$ cat config.mk
export PLATFORM = sky130hd
export DESIGN_NAME = mult_hilo_ctrl
export DESIGN_NICKNAME = d
export VERILOG_FILES = /design/src/rtl/mult_hilo_ctrl.sv
export SDC_FILE = /design/constraint.sdc
export NUM_CORES = 1
export LEC_CHECK = 0
export CORE_ASPECT_RATIO = 2
export CORE_UTILIZATION = 25
export CTS_CLUSTER_SIZE = 10
export DETAILED_ROUTE_END_ITERATION = 10
export HOLD_SLACK_MARGIN = 0.1
export PLACE_DENSITY = 0.46
export RECOVER_POWER = 25
export SLEW_MARGIN = 20
export SYNTH_ARGS = -nofsm -noshare
export SYNTH_HDL_FRONTEND = slang
export SYNTH_SLANG_ARGS = --single-unit
$ cat constraint.sdc
create_clock -name clk -period 4.01 [get_ports clk]
set_input_delay 1.0025 -clock clk [delete_from_list [all_inputs] [get_ports clk]]
set_output_delay 1.0025 -clock clk [all_outputs]
set_load 0.03 [all_outputs]
$ cat src/rtl/mult_hilo_ctrl.sv
// mult_hilo_ctrl: iterative shift-add unsigned multiplier with HI/LO
// architectural registers and pipeline stall/hazard control.
//
// state | meaning
// ------+-------------------------------------------------------------
// IDLE  | no multiply in flight; mult_we launches a new one
// RUN   | one shift-add iteration per clock, WIDTH iterations in total
//
// WIDTH must equal 2**CNT_W so that the iteration counter reaches
// WIDTH-1 exactly on the final iteration.
module mult_hilo_ctrl #(
    parameter int WIDTH = 32,
    parameter int CNT_W = 5
) (
    input  logic             clk,
    input  logic             rst,
    input  logic             mult_we,
    input  logic             mf_req,
    input  logic             mf_hilo_sel,
    input  logic [WIDTH-1:0] rs_val,
    input  logic [WIDTH-1:0] rt_val,
    output logic [WIDTH-1:0] hilo_out,
    output logic             busy,
    output logic             stall,
    output logic             done
);

    typedef enum logic {
        IDLE = 1'b0,
        RUN  = 1'b1
    } state_t;

    localparam logic [CNT_W-1:0] CNT_LAST = CNT_W'(WIDTH - 1);

    state_t             state;
    state_t             state_nxt;
    logic               start;
    logic               last;
    logic [WIDTH-1:0]   mcand;
    logic [2*WIDTH-1:0] prod;
    logic [2*WIDTH-1:0] prod_nxt;
    logic [WIDTH:0]     sum;
    logic [CNT_W-1:0]   cnt;
    logic [WIDTH-1:0]   hi;
    logic [WIDTH-1:0]   lo;

    // State register
    always_ff @(posedge clk) begin
        if (rst) begin
            state <= IDLE;
        end else begin
            state <= state_nxt;
        end
    end

    // Next-state decode: launch from IDLE, retire after the last iteration
    always_comb begin
        state_nxt = state;
        start     = 1'b0;
        last      = 1'b0;
        case (state)
            IDLE: begin
                if (mult_we) begin
                    start     = 1'b1;
                    state_nxt = RUN;
                end
            end
            RUN: begin
                if (cnt == CNT_LAST) begin
                    last      = 1'b1;
                    state_nxt = IDLE;
                end
            end
            default: state_nxt = IDLE;
        endcase
    end

    // One shift-add step. The adder carry lands in the top bit of the
    // shifted product, so no separate carry register has to persist.
    always_comb begin
        sum      = {1'b0, prod[2*WIDTH-1:WIDTH]} + (prod[0] ? {1'b0, mcand} : '0);
        prod_nxt = {sum, prod[WIDTH-1:1]};
    end

    // Datapath, iteration counter, HI/LO and the completion pulse
    always_ff @(posedge clk) begin
        if (rst) begin
            mcand <= '0;
            prod  <= '0;
            cnt   <= '0;
            hi    <= '0;
            lo    <= '0;
            done  <= 1'b0;
        end else begin
            done <= last;
            if (start) begin
                mcand <= rs_val;
                prod  <= {{WIDTH{1'b0}}, rt_val};
                cnt   <= '0;
            end else if (state == RUN) begin
                prod <= prod_nxt;
                cnt  <= cnt + CNT_W'(1);
                if (last) begin
                    hi <= prod_nxt[2*WIDTH-1:WIDTH];
                    lo <= prod_nxt[WIDTH-1:0];
                end
            end
        end
    end

    // Status, hazard stall and the MFHI/MFLO read path
    always_comb begin
        busy     = (state == RUN);
        stall    = busy & (mf_req | mult_we);
        hilo_out = mf_hilo_sel ? lo : hi;
    end

endmodule

==> results.md, run 1 <==
- The destination of the worst hold path is prod[54].
- The critical path goes through clkdlybuf4s50_1 -> buf_12 -> mux2_2 -> clkdlybuf4s50_1.
- The count of max-cap constraint violations is 0.
- At the end of routability-driven placement, the weighted congestion stood at approximately 0.86.
- The initial antenna violation count is 0.
- The worst clock skew is around 0.0082 ns.
- At the end of the flow the core is filled with cells to a little under a third.
- The mean routed wirelength per cell is between 15 and 20 um.
- Measured against its own limit, the worst slew margin works out to around 2.3%.
- The instance area at placement is 0.009495 sq mm.
- For this configuration, the core starts out at a cell density of 25.56%.
- During placement, the flow inserted port buffers numbering roughly 100.
- The share of the clock period used by the worst path after layout is between 90 and 100%.
- The slowest stage of the critical path is the sky130_fd_sc_hd__clkdlybuf4s50_1 cell.
- The sequential share of power is 47.0%.
- The number of DRC markers in iteration 0 is a little under 300.
- In this run the clock root is driven by a sky130_fd_sc_hd__clkbuf_16.
- The cell type with the highest aggregate area in the netlist is sky130_fd_sc_hd__dfxtp_1.
- The CTS sink count is between 150 and 200.
- The slew at the pin with the worst max-slew slack is between 1 and 1.5 ns.
- The type of the worst min-delay path is reg -> reg.
- The internal power component is approximately 2.8 mW.
- The finished cells cover 0.01007 sq mm.
- The number of max-slew violations in the final report is 0.
- Along the worst hold path, the cell count comes to 2.
- The core region is roughly 0.032 sq mm.
- The flow ran to the end, and the final reports show no timing, DRC or antenna violations.
- For this run, the top clock speed supported by timing is 270.2 MHz.
- The total count of hold-check failures in the final report is 0.
- Summed over all nets, the half-perimeter wirelength after detailed placement is about 18000 um.
- STA puts the critical path data arrival time at ~2.7 ns.
- Hold is met by between 0.4 and 0.5 ns.
- The number of buffers inserted by post-CTS setup repair is 0.
- The warning count from the yosys run is 0.
- The final route contains around 6700 vias.
- The die is ~260 um tall.
- The switching power summed over all nets is between 0.8 and 0.9 mW.
- The ratio of cells with drive above 1 in the final layout is roughly 11%.
- The chip width is ~130 um.
- The register-to-register setup slack is about 0.52 ns.
- After synthesis, the most frequently instantiated cells are sky130_fd_sc_hd__dfxtp_1, sky130_fd_sc_hd__nand2_1, sky130_fd_sc_hd__nor2_1, sky130_fd_sc_hd__a21oi_1, sky130_fd_sc_hd__clkbuf_1.
- The residual DRC count is 0.
- The worst register-to-register path ends at hi[27].
- The sequential fraction of the synthesis area is about two fifths.
- STA classifies the critical path startpoint as an input port.
- The deepest clock path buffer count is 2.
- The number of hold buffers added after CTS was 0.
- The count of cell types in the netlist is 52.
- The length of the first detailed-routing pass in iterations is 4.
- The endpoint required time on the critical path is 3.01 ns.
- The maximum number of pins on one net before global-route repair is 65.
- The type of destination of the critical path is an output pin.
- The number of cells on the worst reg-to-reg path is 11.
- The startpoint identified for the worst register-to-register timing path is prod[0].
- The number of H-tree branching levels is 4.
- The cell with the most instances after synthesis is sky130_fd_sc_hd__dfxtp_1.
- The power per standard cell area is 367.5 mW/mm^2.
- The number of nets in the synthesized netlist is 1035.
- Across every metal layer, demand over resource in global routing totals between 10 and 15%.
- Summed over all layers, the global routing overflow is 0.
- The primary flip-flop cell chosen by synthesis mapping is sky130_fd_sc_hd__dfxtp_1.
- The number of synthesized register bits is approximately 170.
- By area the synthesized netlist is led by sky130_fd_sc_hd__dfxtp_1, sky130_fd_sc_hd__a21oi_1, sky130_fd_sc_hd__mux2i_1.
- The critical path is of the in -> out type.
- The clock period minus final worst setup slack is 3.701 ns.
- The delay of the slowest cell on the worst path is around 0.60 ns.
- TritonCTS created 17 clock buffers.
- The synthesized instance count is approximately 930.
- Clock-pin slew was measured on the worst setup and hold paths at approximately 0.060 ns.
- Setup repair after global routing left no endpoint under its margin.
- The switching part of the total is between 20% and 30%.
- In this run the most critical hold path is launched from prod[54].
- The TritonCTS clock tree is yes.
- The net total in the final layout is roughly 1100.
- The ratio of routed vias to standard cells is 4.631.
- The top cell type by area accounts for 41.32% of the synthesized area.
- Counting flops with a built-in enable in the synthesized netlist gives 0.
- Wires add up to about 24000 um.
- In this run the core area contains 92 standard-cell rows.
- The number of gates resized after CTS is 0.
- In this run the mean area of a mapped cell was between 8 and 9 sq um.
- The proportion of register bits with asynchronous set or reset after synthesis is 0%.
- Combinational logic burns 8.1% of the power.
- In this run, the clock network consumes between 40 and 50% of the power.
- The static leakage power is between 4 and 5 nW.
- The number of antenna diodes in the final layout is 0.
- The total setup violations reported at the end of the flow is 0.
- The number of top-level pins is around 100.
- The global-route wire length before repair is around 37000 um.
- The largest driver fanout on the critical path is 32.
- The overall die area is 0.03313 sq mm.
- Clock latency on the worst-skew pair, taken at its later pin, is between 0.4 and 0.5 ns.
- The maximum VDD drop is about 0.00027 V.
- The cell repeated most along the worst path is sky130_fd_sc_hd__clkdlybuf4s50_1.
- The detail route stage leaves a number of antenna-violating nets equal to 0.
- From synthesis to final layout, the design area changed by 24.49%.
- The netlist area before placement is 0.008092 sq mm.
- The number of global-route vias before repair is 6741.
- The accumulated negative setup slack is 0 ns.
-- state kept, by name, indices dropped and copies added, names as in the netlist --
signal / flops
busy: 1
mcand: 32
done: 1
hi: 32
prod: 64
cnt: 5
lo: 32
-- worst max-delay path by stage --
stage	end	start	depth (start not counted)	slack, ns
final	hilo_out[17]	mf_hilo_sel	4	0.31
after CTS	hilo_out[17]	mf_hilo_sel	4	0.29
after global routing	hilo_out[12]	mf_hilo_sel	4	0.26
after global placement	hilo_out[18]	mf_hilo_sel	4	0.32
after detailed placement	hilo_out[17]	mf_hilo_sel	4	0.30
after floorplan	stall	mult_we	4	0.75
-- stage by stage --
stage,power (mW),setup WS (ns),std cells
2_1_floorplan,1.944,0.7490,931
3_3_place_gp,2.085,0.3249,1411
3_5_place_dp,2.087,0.3050,1411
4_1_cts,3.760,0.2930,1441
5_1_grt,3.853,0.2603,1441
6_report,3.702,0.3095,1441
-- kinds of logic (layout without fill, tap and decap cells) --
group | count (synthesis) | after routing | share of synthesized area (%)
and+or+nand+nor | 306 | 306 | 16.61
AOI/OAI and AO/OA | 242 | 242 | 19.50
DFF | 167 | 167 | 41.32
muxes | 80 | 80 | 10.39
buffers and inverters | 71 | 158 | 3.433
adders and majority gates | 35 | 35 | 5.505
xor gates and xnor gates | 30 | 30 | 3.247
-- worst max-delay path: cells and delay by family --
kind | cells | cell delay [ns]
multiplexers | 1 | 0.36
buffers and inverters | 3 | 1.33
-- cell type report --
cell class,count,area (sq um)
timing repair buffer,119,1097
multi-input combinational,693,4484
tap,423,529.3
sequential,167,3347
inverter,9,33.78
clock buffer,22,485.5
clock inverter,8,96.34
fill,3383,21580
-- per-layer routing --
metal / wire length, um / GRT usage, %
met1: 9331 / 15.39
met5: 0 / 0
met3: 651 / 2.545
met2: 13050 / 28.06
met4: 786 / 7.582
-- power groups by stage --
stage          combinational (mW)  clock, mW  sequential (mW)
2_1_floorplan               0.185          0             1.76
3_3_place_gp                0.306          0             1.78
3_5_place_dp                0.308          0             1.78
4_1_cts                     0.309       1.71             1.74
5_1_grt                     0.334       1.77             1.75
6_report                    0.300       1.66             1.74
-- cells in the final DEF, fill, tap and decap left out, types with 3 or more instances in the layout --
cell type                         netlist  routed
sky130_fd_sc_hd__and2_1                33      32
sky130_fd_sc_hd__o21a_1                 7       7
sky130_fd_sc_hd__clkbuf_16              0      18
sky130_fd_sc_hd__o21bai_1               3       3
sky130_fd_sc_hd__o31ai_1                3       3
sky130_fd_sc_hd__nor3_1                 4       4
sky130_fd_sc_hd__o221ai_1               3       3
sky130_fd_sc_hd__nor2_1               111     111
sky130_fd_sc_hd__nand4_1                8       8
sky130_fd_sc_hd__and3_1                 3       3
sky130_fd_sc_hd__o21ai_0               38      38
sky130_fd_sc_hd__or3_1                  3       3
sky130_fd_sc_hd__a21o_1                13      13
sky130_fd_sc_hd__nand2b_1               4       4
sky130_fd_sc_hd__a31oi_1                4       4
sky130_fd_sc_hd__a22o_1                46      46
sky130_fd_sc_hd__inv_1                  9       9
sky130_fd_sc_hd__nor3b_1                3       3
sky130_fd_sc_hd__xnor2_1               14      14
sky130_fd_sc_hd__a21oi_1               99      98
sky130_fd_sc_hd__clkdlybuf4s50_1        0      80
sky130_fd_sc_hd__nand3b_1               6       6
sky130_fd_sc_hd__mux2_2                32      32
sky130_fd_sc_hd__clkinv_2               0       4
sky130_fd_sc_hd__o211ai_1               5       5
sky130_fd_sc_hd__xor2_1                16      16
sky130_fd_sc_hd__dfxtp_1              167     166
sky130_fd_sc_hd__clkbuf_1              49       3
sky130_fd_sc_hd__nand3_1                9       9
sky130_fd_sc_hd__mux2i_1               48      48
sky130_fd_sc_hd__ha_1                  34      34
sky130_fd_sc_hd__nand2_1              115     115
sky130_fd_sc_hd__buf_4                  0      35
(Power assumes the default switching activity.)
==> inputs of run 2 (changes only) <==
--- a/config.mk
+++ b/config.mk
@@ -5,12 +5,14 @@
 export SDC_FILE = /design/constraint.sdc
 export NUM_CORES = 1
 export LEC_CHECK = 0
+export CELL_PAD_IN_SITES_DETAIL_PLACEMENT = 0
+export CELL_PAD_IN_SITES_GLOBAL_PLACEMENT = 1
 export CORE_ASPECT_RATIO = 2
 export CORE_UTILIZATION = 25
 export CTS_CLUSTER_SIZE = 10
 export DETAILED_ROUTE_END_ITERATION = 10
 export HOLD_SLACK_MARGIN = 0.1
-export PLACE_DENSITY = 0.46
+export PLACE_DENSITY = 0.56
 export RECOVER_POWER = 25
 export SLEW_MARGIN = 20
 export SYNTH_ARGS = -nofsm -noshare
==> run 2 against run 1 <==
Net effect: hold slack better by 0.0022 ns; critical path type unchanged; cell count up 0.35%; clock skew up 0.0025 ns; critical endpoint unchanged; global-route usage up 0.60 points; design area about the same.
==> results.md, run 2 (same netlist as run 1, synthesis figures left out) <==
- The number of max-slew violations in the final report is 0 (unchanged).
- The share of the clock period used by the worst path after layout is 92.16% (-0.12 points).
- The clock input transition at the sequential cells of the worst setup and hold paths is 0.07 ns (about the same).
- The ratio of cells with drive above 1 in the final layout was 11.24% (+0.44 points).
- The ratio of routed vias to standard cells is 4.586 (-0.96%).
- STA classifies the critical path startpoint as an input port.
- The number of gates resized after CTS came to 0 (unchanged).
- The overall die area was 0.03313 sq mm (unchanged).
- The library cells used most frequently in the layout, excluding fill and tap cells, are sky130_fd_sc_hd__dfxtp_1, sky130_fd_sc_hd__nand2_1, sky130_fd_sc_hd__nor2_1.
- The detailed placement HPWL is 18310 um (+2.1%).
- The maximum VDD drop was 0.0002515 V (-5.5%).
- The worst reg2reg path startpoint is prod[0].
- The worst clock skew came to 0.01071 ns (+0.002467 ns).
- Setup repair after global routing left no endpoint under its margin.
- The total count of hold-check failures in the final report was 0 (unchanged).
- The placeable core region was 0.03166 sq mm (unchanged).
- The maximum number of pins on one net before global-route repair came to 66 (+1.5%).
- Leaving out fill and tap cells, the most frequent cell in the layout is sky130_fd_sc_hd__dfxtp_1.
- The number of antenna diodes is 0 (unchanged).
- The worst setup path is captured at an output pin.
- The vertical extent of the die is 256.4 um (unchanged).
- The number of top-level pins is 104 (unchanged).
- The routability congestion estimate from global placement was 0.8375 (-2.5%).
- The hold slack is 0.4501 ns (+0.002182 ns).
- The setup path with the least slack is of type in -> out.
- The signed area change from the synthesized netlist to the final layout came to 24.57% (about the same).
- The endpoint required time on the critical path was 3.01 ns (about the same).
- The static leakage power is 4.088 nW (-0.23%).
- The largest driver fanout on the critical path is 32 (unchanged).
- The post-cts hold buffer count is 0 (unchanged).
- The worst slew slack as a fraction of its limit is 1.559% (-0.73 points).
- The clock period minus final worst setup slack came to 3.696 ns (-0.004847 ns).
- The number of buffers inserted by post-CTS setup repair is 0 (unchanged).
- The length of the first detailed-routing pass in iterations is 4 (unchanged).
- The register with the highest flop count is prod.
- The flow ran to the end, and the final reports show no timing, DRC or antenna violations.
- TritonCTS built the clock tree.
- The total detailed-routing wirelength is 24450 um (+2.6%).
- The accumulated negative setup slack is 0 ns (unchanged).
- The number of flip-flops under the largest register name is 64 (unchanged).
- The number of vias in the routed layout is 6632 (-0.61%).
- The end point of the critical path is hilo_out[17].
- The net total in the final layout came to 1114 (+0.27%).
- The port buffer count is 103 (unchanged).
- The initial antenna violation count is 0 (unchanged).
- The number of H-tree branching levels is 4 (unchanged).
- The cell depth of the worst flop-to-flop path is 11 (unchanged).
- The clock latency reported for the late side of the worst-skew pair is 0.45 ns (about the same).
- The number of global-route vias before repair is 6685 (-0.83%).
- The number of placement rows was 92 (unchanged).
- The chip width is 129.2 um (unchanged).
- The deepest clock path buffer count is 2 (unchanged).
- In this run the worst setup path begins at mf_hilo_sel.
- The type of the worst min-delay path is reg -> reg.
- The mean routed wirelength per cell came to 16.91 um (+2.3%).
- The global-route wire length before repair is 38120 um (+3.1%).
- The count of max-cap constraint violations was 0 (unchanged).
- The capturing point of the worst reg2reg path is prod[63].
- The power per standard cell area is 364.0 mW/mm^2 (-0.96%).
- The global-route congestion overflow total is 0 (unchanged).
- The total setup violations reported at the end of the flow was 0 (unchanged).
- The residual DRC count is 0 (unchanged).
- The arrival time at the worst endpoint is 2.69 ns (about the same).
- The cell sitting at the root of the clock tree is a sky130_fd_sc_hd__clkbuf_16.
- The register-to-register setup slack is 0.54 ns (+0.02 ns).
- The top achievable clock speed is 270.6 MHz (+0.13%).
- The overall global routing resource usage is 15.54% (+0.60 points).
- The CTS sink count is 167 (unchanged).
- The effective utilization at floorplan is 25.56% (unchanged).
- The count of nets left with antenna violations after detail routing is 0 (unchanged).
- The slew at the pin with the worst max-slew slack was 1.477 ns (+0.01095 ns).
- The TritonCTS buffer count is 17 (unchanged).
- The number of DRC markers in iteration 0 is 276 (-6.8%).
run 2: cell types whose count changed in the layout (fill, tap and decap cells not counted), sizes merged:
| cell | previous run | this run |
|---|---|---|
| buf | 37 | 38 |
| bufinv | 2 | 1 |
| clkbuf | 24 | 20 |
| clkdlybuf4s50 | 80 | 81 |
| clkinv | 5 | 3 |
| clkinvlp | 1 | 4 |
| inv | 9 | 16 |
run 2: critical path, stage by stage:
cell                              delay, ns
sky130_fd_sc_hd__clkdlybuf4s50_1       0.50
sky130_fd_sc_hd__buf_12                0.22
sky130_fd_sc_hd__mux2_2                0.36
sky130_fd_sc_hd__clkdlybuf4s50_1       0.59
run 2: report_power, final:
part / internal (mW) / switching [mW]
clock: 0.866 / 0.759
combinational: 0.141 / 0.159
sequential: 1.70 / 0.0428
total: 2.71 / 0.961
run 2: cell type report:
| class | instances | area, sq um |
|---|---|---|
| sequential | 167 | 3347 |
| timing repair buffer | 122 | 1119 |
| clock inverter | 15 | 141.4 |
| inverter | 9 | 33.78 |
| tap | 423 | 529.3 |
| clock buffer | 17 | 425.4 |
| multi-input combinational | 693 | 4484 |
| fill | 3344 | 21580 |
run 2: layer usage:
| layer | GRT usage, % | share of wire, % |
|---|---|---|
| met3 | 3.067 | 2.1 |
| met2 | 29.20 | 55 |
| met4 | 7.124 | 3.3 |
| met5 | 0 | 0 |
| met1 | 16.06 | 40 |
run 2: worst min path at each step:
stage,from,end,depth (start not counted)
6_report,hi[30],hi[30],2
2_1_floorplan,hi[24],hi[24],2
5_1_grt,prod[54],prod[54],2
3_5_place_dp,hi[30],hi[30],2
4_1_cts,mcand[25],mcand[25],2
3_3_place_gp,hi[10],hi[10],2
run 2: stage by stage:
step / instance area [sq um] / instances / utilization, % / setup WS (ns) / total power, mW
3_3_place_gp: 9520 / 1414 / 30.08 / 0.3219 / 2.089
2_1_floorplan: 8092 / 931 / - / 0.7490 / 1.944
5_1_grt: 10080 / 1446 / 31.84 / 0.2157 / 3.838
4_1_cts: 10090 / 1446 / 31.87 / 0.2904 / 3.748
6_report: 10080 / 1446 / 31.84 / 0.3143 / 3.669
3_5_place_dp: 9520 / 1414 / 30.08 / 0.2913 / 2.091
==> inputs of run 3 (changes only) <==
--- a/config.mk
+++ b/config.mk
@@ -8,11 +8,12 @@
 export CELL_PAD_IN_SITES_DETAIL_PLACEMENT = 0
 export CELL_PAD_IN_SITES_GLOBAL_PLACEMENT = 1
 export CORE_ASPECT_RATIO = 2
-export CORE_UTILIZATION = 25
+export CORE_UTILIZATION = 43
+export CTS_BUF_LIST = sky130_fd_sc_hd__clkbuf_8
 export CTS_CLUSTER_SIZE = 10
 export DETAILED_ROUTE_END_ITERATION = 10
 export HOLD_SLACK_MARGIN = 0.1
-export PLACE_DENSITY = 0.56
+export PLACE_DENSITY = 0.86
 export RECOVER_POWER = 25
 export SLEW_MARGIN = 20
 export SYNTH_ARGS = -nofsm -noshare
==> run 3 against run 2 <==
Net effect: flip-flop and latch count is the same; core utilization grew 21 points; first-iteration DRC count grew 9.8%; routed wire length shrank 15%; critical endpoint is now hilo_out[31]; design area shrank 4.2%; highest routed layer unchanged; critical path depth is the same; fmax shrank 0.17%.
==> results.md, run 3 (same netlist as run 1, synthesis figures left out) <==
- Setup repair after global routing left no endpoint under its margin.
- The number of vias in the routed layout is 6744 (+1.7%).
- The net total in the final layout came to 1113 (-0.090%).
- The number of DRC markers in iteration 0 is 303 (+9.8%).
- STA classifies the critical path startpoint as an input port.
- The total detailed-routing wirelength is 20780 um (-15%).
- The smallest setup slack after layout came to 0.3079 ns (-0.006415 ns).
- The clock input transition at the sequential cells of the worst setup and hold paths came to 0.09 ns (+0.02 ns).
- The total count of hold-check failures in the final report came to 0 (unchanged).
- The share of the clock period used by the worst path after layout came to 92.32% (+0.16 points).
- The overall die area is 0.01940 sq mm (-41%).
- The critical path class is in -> out.
- The count of nets left with antenna violations after detail routing came to 0 (unchanged).
- The slew at the pin with the worst max-slew slack is 1.426 ns (-0.05066 ns).
- The tightest min-delay check is of the reg -> reg type.
- The final-layout fill cell count is 1788 (-47%).
- The mean routed wirelength per cell is 16.79 um (-0.73%).
- The static leakage power came to 4.020 nW (-1.7%).
- The count of max-cap constraint violations is 0 (unchanged).
- The port buffer count came to 103 (unchanged).
- The top cell types in the final layout, fill and taps aside, are sky130_fd_sc_hd__dfxtp_1, sky130_fd_sc_hd__nand2_1, sky130_fd_sc_hd__nor2_1.
- The register-to-register setup slack is 0.56 ns (+0.02 ns).
- The ratio of cells with drive above 1 in the final layout was 10.76% (-0.48 points).
- The capturing point of the worst reg2reg path is prod[63].
- The endpoint required time on the critical path is 3.01 ns (about the same).
- The CTS sink count is 167 (unchanged).
- The number of H-tree branching levels was 4 (unchanged).
- The top achievable clock speed is 270.1 MHz (-0.17%).
- The ratio of routed vias to standard cells is 5.447 (+19%).
- The initial antenna violation count came to 0 (unchanged).
- The placeable core region is 0.01839 sq mm (-42%).
- The final cell area excluding filler cells is 0.009652 sq mm (-4.2%).
- The logic depth of the worst setup path including buffers is 4 (unchanged).
- The count of buffer and inverter cells on the critical path is 3 (unchanged).
- The accumulated negative setup slack is 0 ns (unchanged).
- The vertical extent of the die is 196.0 um (-24%).
- The number of top-level pins is 104 (unchanged).
- The overall power consumption came to 3.307 mW (-9.9%).
- The routability congestion estimate from global placement is 0.9325 (+11%).
- The length of the first detailed-routing pass in iterations is 5 (+1).
- The worst setup path is captured at an output pin.
- The number of flip-flops under the largest register name was 64 (unchanged).
- The post-cts hold buffer count was 0 (unchanged).
- The deepest clock path buffer count was 2 (unchanged).
- The number of placement rows came to 70 (-24%).
- The cell with the largest stage delay on the worst path is sky130_fd_sc_hd__clkdlybuf4s50_1.
- The overall global routing resource usage came to 21.86% (+6.3 points).
- The number of max-slew violations in the final report is 0 (unchanged).
- The clock period minus final worst setup slack came to 3.702 ns (+0.006415 ns).
- The effective utilization at floorplan came to 43.99% (+18 points).
- The worst setup timing slack at the placement stage is 0.3123 ns (+0.02103 ns).
- The number of antenna diodes came to 0 (unchanged).
- The TritonCTS buffer count is 17 (unchanged).
- The power per standard cell area is 342.6 mW/mm^2 (-5.9%).
- The delay of the slowest cell on the worst path is 0.59 ns (about the same).
- The most common library cell in the layout ignoring fill and taps is sky130_fd_sc_hd__dfxtp_1.
- The detailed placement HPWL is 15360 um (-16%).
- The maximum number of pins on one net before global-route repair came to 66 (unchanged).
- The number of placed cells counting well taps came to 1206 (-15%).
- The largest driver fanout on the critical path is 32 (unchanged).
- The signed area change from the synthesized netlist to the final layout is 19.28%.
- The number of gates resized after CTS is 0 (unchanged).
- The worst clock skew came to 0.01693 ns (+0.006218 ns).
- The global-route congestion overflow total is 0 (unchanged).
- The global-route wire length before repair is 33130 um (-13%).
- The instance area at placement was 0.009256 sq mm (-2.8%).
- The residual DRC count was 0 (unchanged).
- The run finished with clean final reports.
- The number of buffers inserted by post-CTS setup repair came to 0 (unchanged).
- The most critical setup path has its endpoint at hilo_out[31].
- The arrival time at the worst endpoint is 2.70 ns (about the same).
- The cell repeated most along the worst path is sky130_fd_sc_hd__clkdlybuf4s50_1.
- The chip width came to 99 um (-23%).
- The total setup violations reported at the end of the flow came to 0 (unchanged).
- The worst slew slack as a fraction of its limit was 4.937% (+3.4 points).
- The clock latency reported for the late side of the worst-skew pair is 0.47 ns (+0.02 ns).
- The worst reg2reg path startpoint is prod[0].
- The maximum VDD drop was 0.0001829 V (-27%).
- The register with the most flip-flops in the final layout is prod.
- The cell depth of the worst flop-to-flop path came to 11 (unchanged).
- The TritonCTS clock tree is yes.
- The number of global-route vias before repair is 6614 (-1.1%).
- The root buffer cell chosen for the clock tree is sky130_fd_sc_hd__clkbuf_8.
- The final cell count without fillers came to 1238 (-14%).
- The signal on the critical path passes through clkdlybuf4s50_1 -> buf_12 -> mux2_2 -> clkdlybuf4s50_1.
- In this run the worst setup path begins at mf_hilo_sel.
- The kind of cell with the highest combined delay along the critical path is buffers and inverters.
==> run 3: layer usage <==
| layer | global-route usage [%] | vias to the layer above | share of wire, % |
|---|---|---|---|
| met5 | 0 | - | 0 |
| met4 | 8.900 | 0 | 2.6 |
| met3 | 2.886 | 27 | 2.6 |
| met2 | 41.08 | 135 | 53 |
| met1 | 24.28 | 3161 | 41 |
| li1 | - | 3421 | - |
==> run 3: area by class of cell <==
cell class | count | area (sq um) | area share [%]
timing repair buffer | 121 | 1107 | 11.47
clock buffer | 18 | 247.7 | 2.567
multi-input combinational | 693 | 4482 | 46.44
clock inverter | 14 | 163.9 | 1.698
tap | 216 | 270.3 | 2.800
inverter | 9 | 33.78 | 0.3500
sequential | 167 | 3347 | 34.68
==> run 3: worst register-to-register path, stage by stage (launching register included) <==
cell,delay (ns)
sky130_fd_sc_hd__dfxtp_1,0.50
sky130_fd_sc_hd__and2_1,0.24
sky130_fd_sc_hd__ha_1,0.20
sky130_fd_sc_hd__fa_1,0.41
sky130_fd_sc_hd__a21o_1,0.24
sky130_fd_sc_hd__a211oi_2,0.30
sky130_fd_sc_hd__nor3_1,0.08
sky130_fd_sc_hd__nor2_1,0.45
sky130_fd_sc_hd__a2111oi_2,0.17
sky130_fd_sc_hd__o21ai_0,0.30
sky130_fd_sc_hd__nor3b_1,0.33
sky130_fd_sc_hd__a21oi_1,0.11
==> run 3: per-stage QoR <==
step                utilization (%)  hold WS [ns]
finish                        52.48        0.4513
global route                  52.48        0.4711
CTS                           52.56        0.4562
detailed placement            50.33        0.4424
global placement              50.33        0.4325
floorplan                         -        0.4211
==> run 3: worst min path at each step <==
| stage | slack, ns | to | start | cells past startpoint |
|---|---|---|---|---|
| after global routing | 0.47 | prod[54] | prod[54] | 2 |
| after floorplan | 0.42 | hi[24] | hi[24] | 2 |
| final | 0.45 | hi[27] | hi[27] | 2 |
| after detailed placement | 0.44 | mcand[25] | mcand[25] | 2 |
| after CTS | 0.46 | mcand[25] | mcand[25] | 2 |
| after global placement | 0.43 | hi[30] | hi[30] | 2 |
==> run 3: report_power, final <==
| group | leakage [nW] | total, mW | internal, mW | switching, mW |
|---|---|---|---|---|
| Clock | 0.212 | 1.27 | 0.590 | 0.680 |
| Sequential | 1.36 | 1.73 | 1.70 | 0.0346 |
| Combinational | 2.45 | 0.302 | 0.141 | 0.161 |
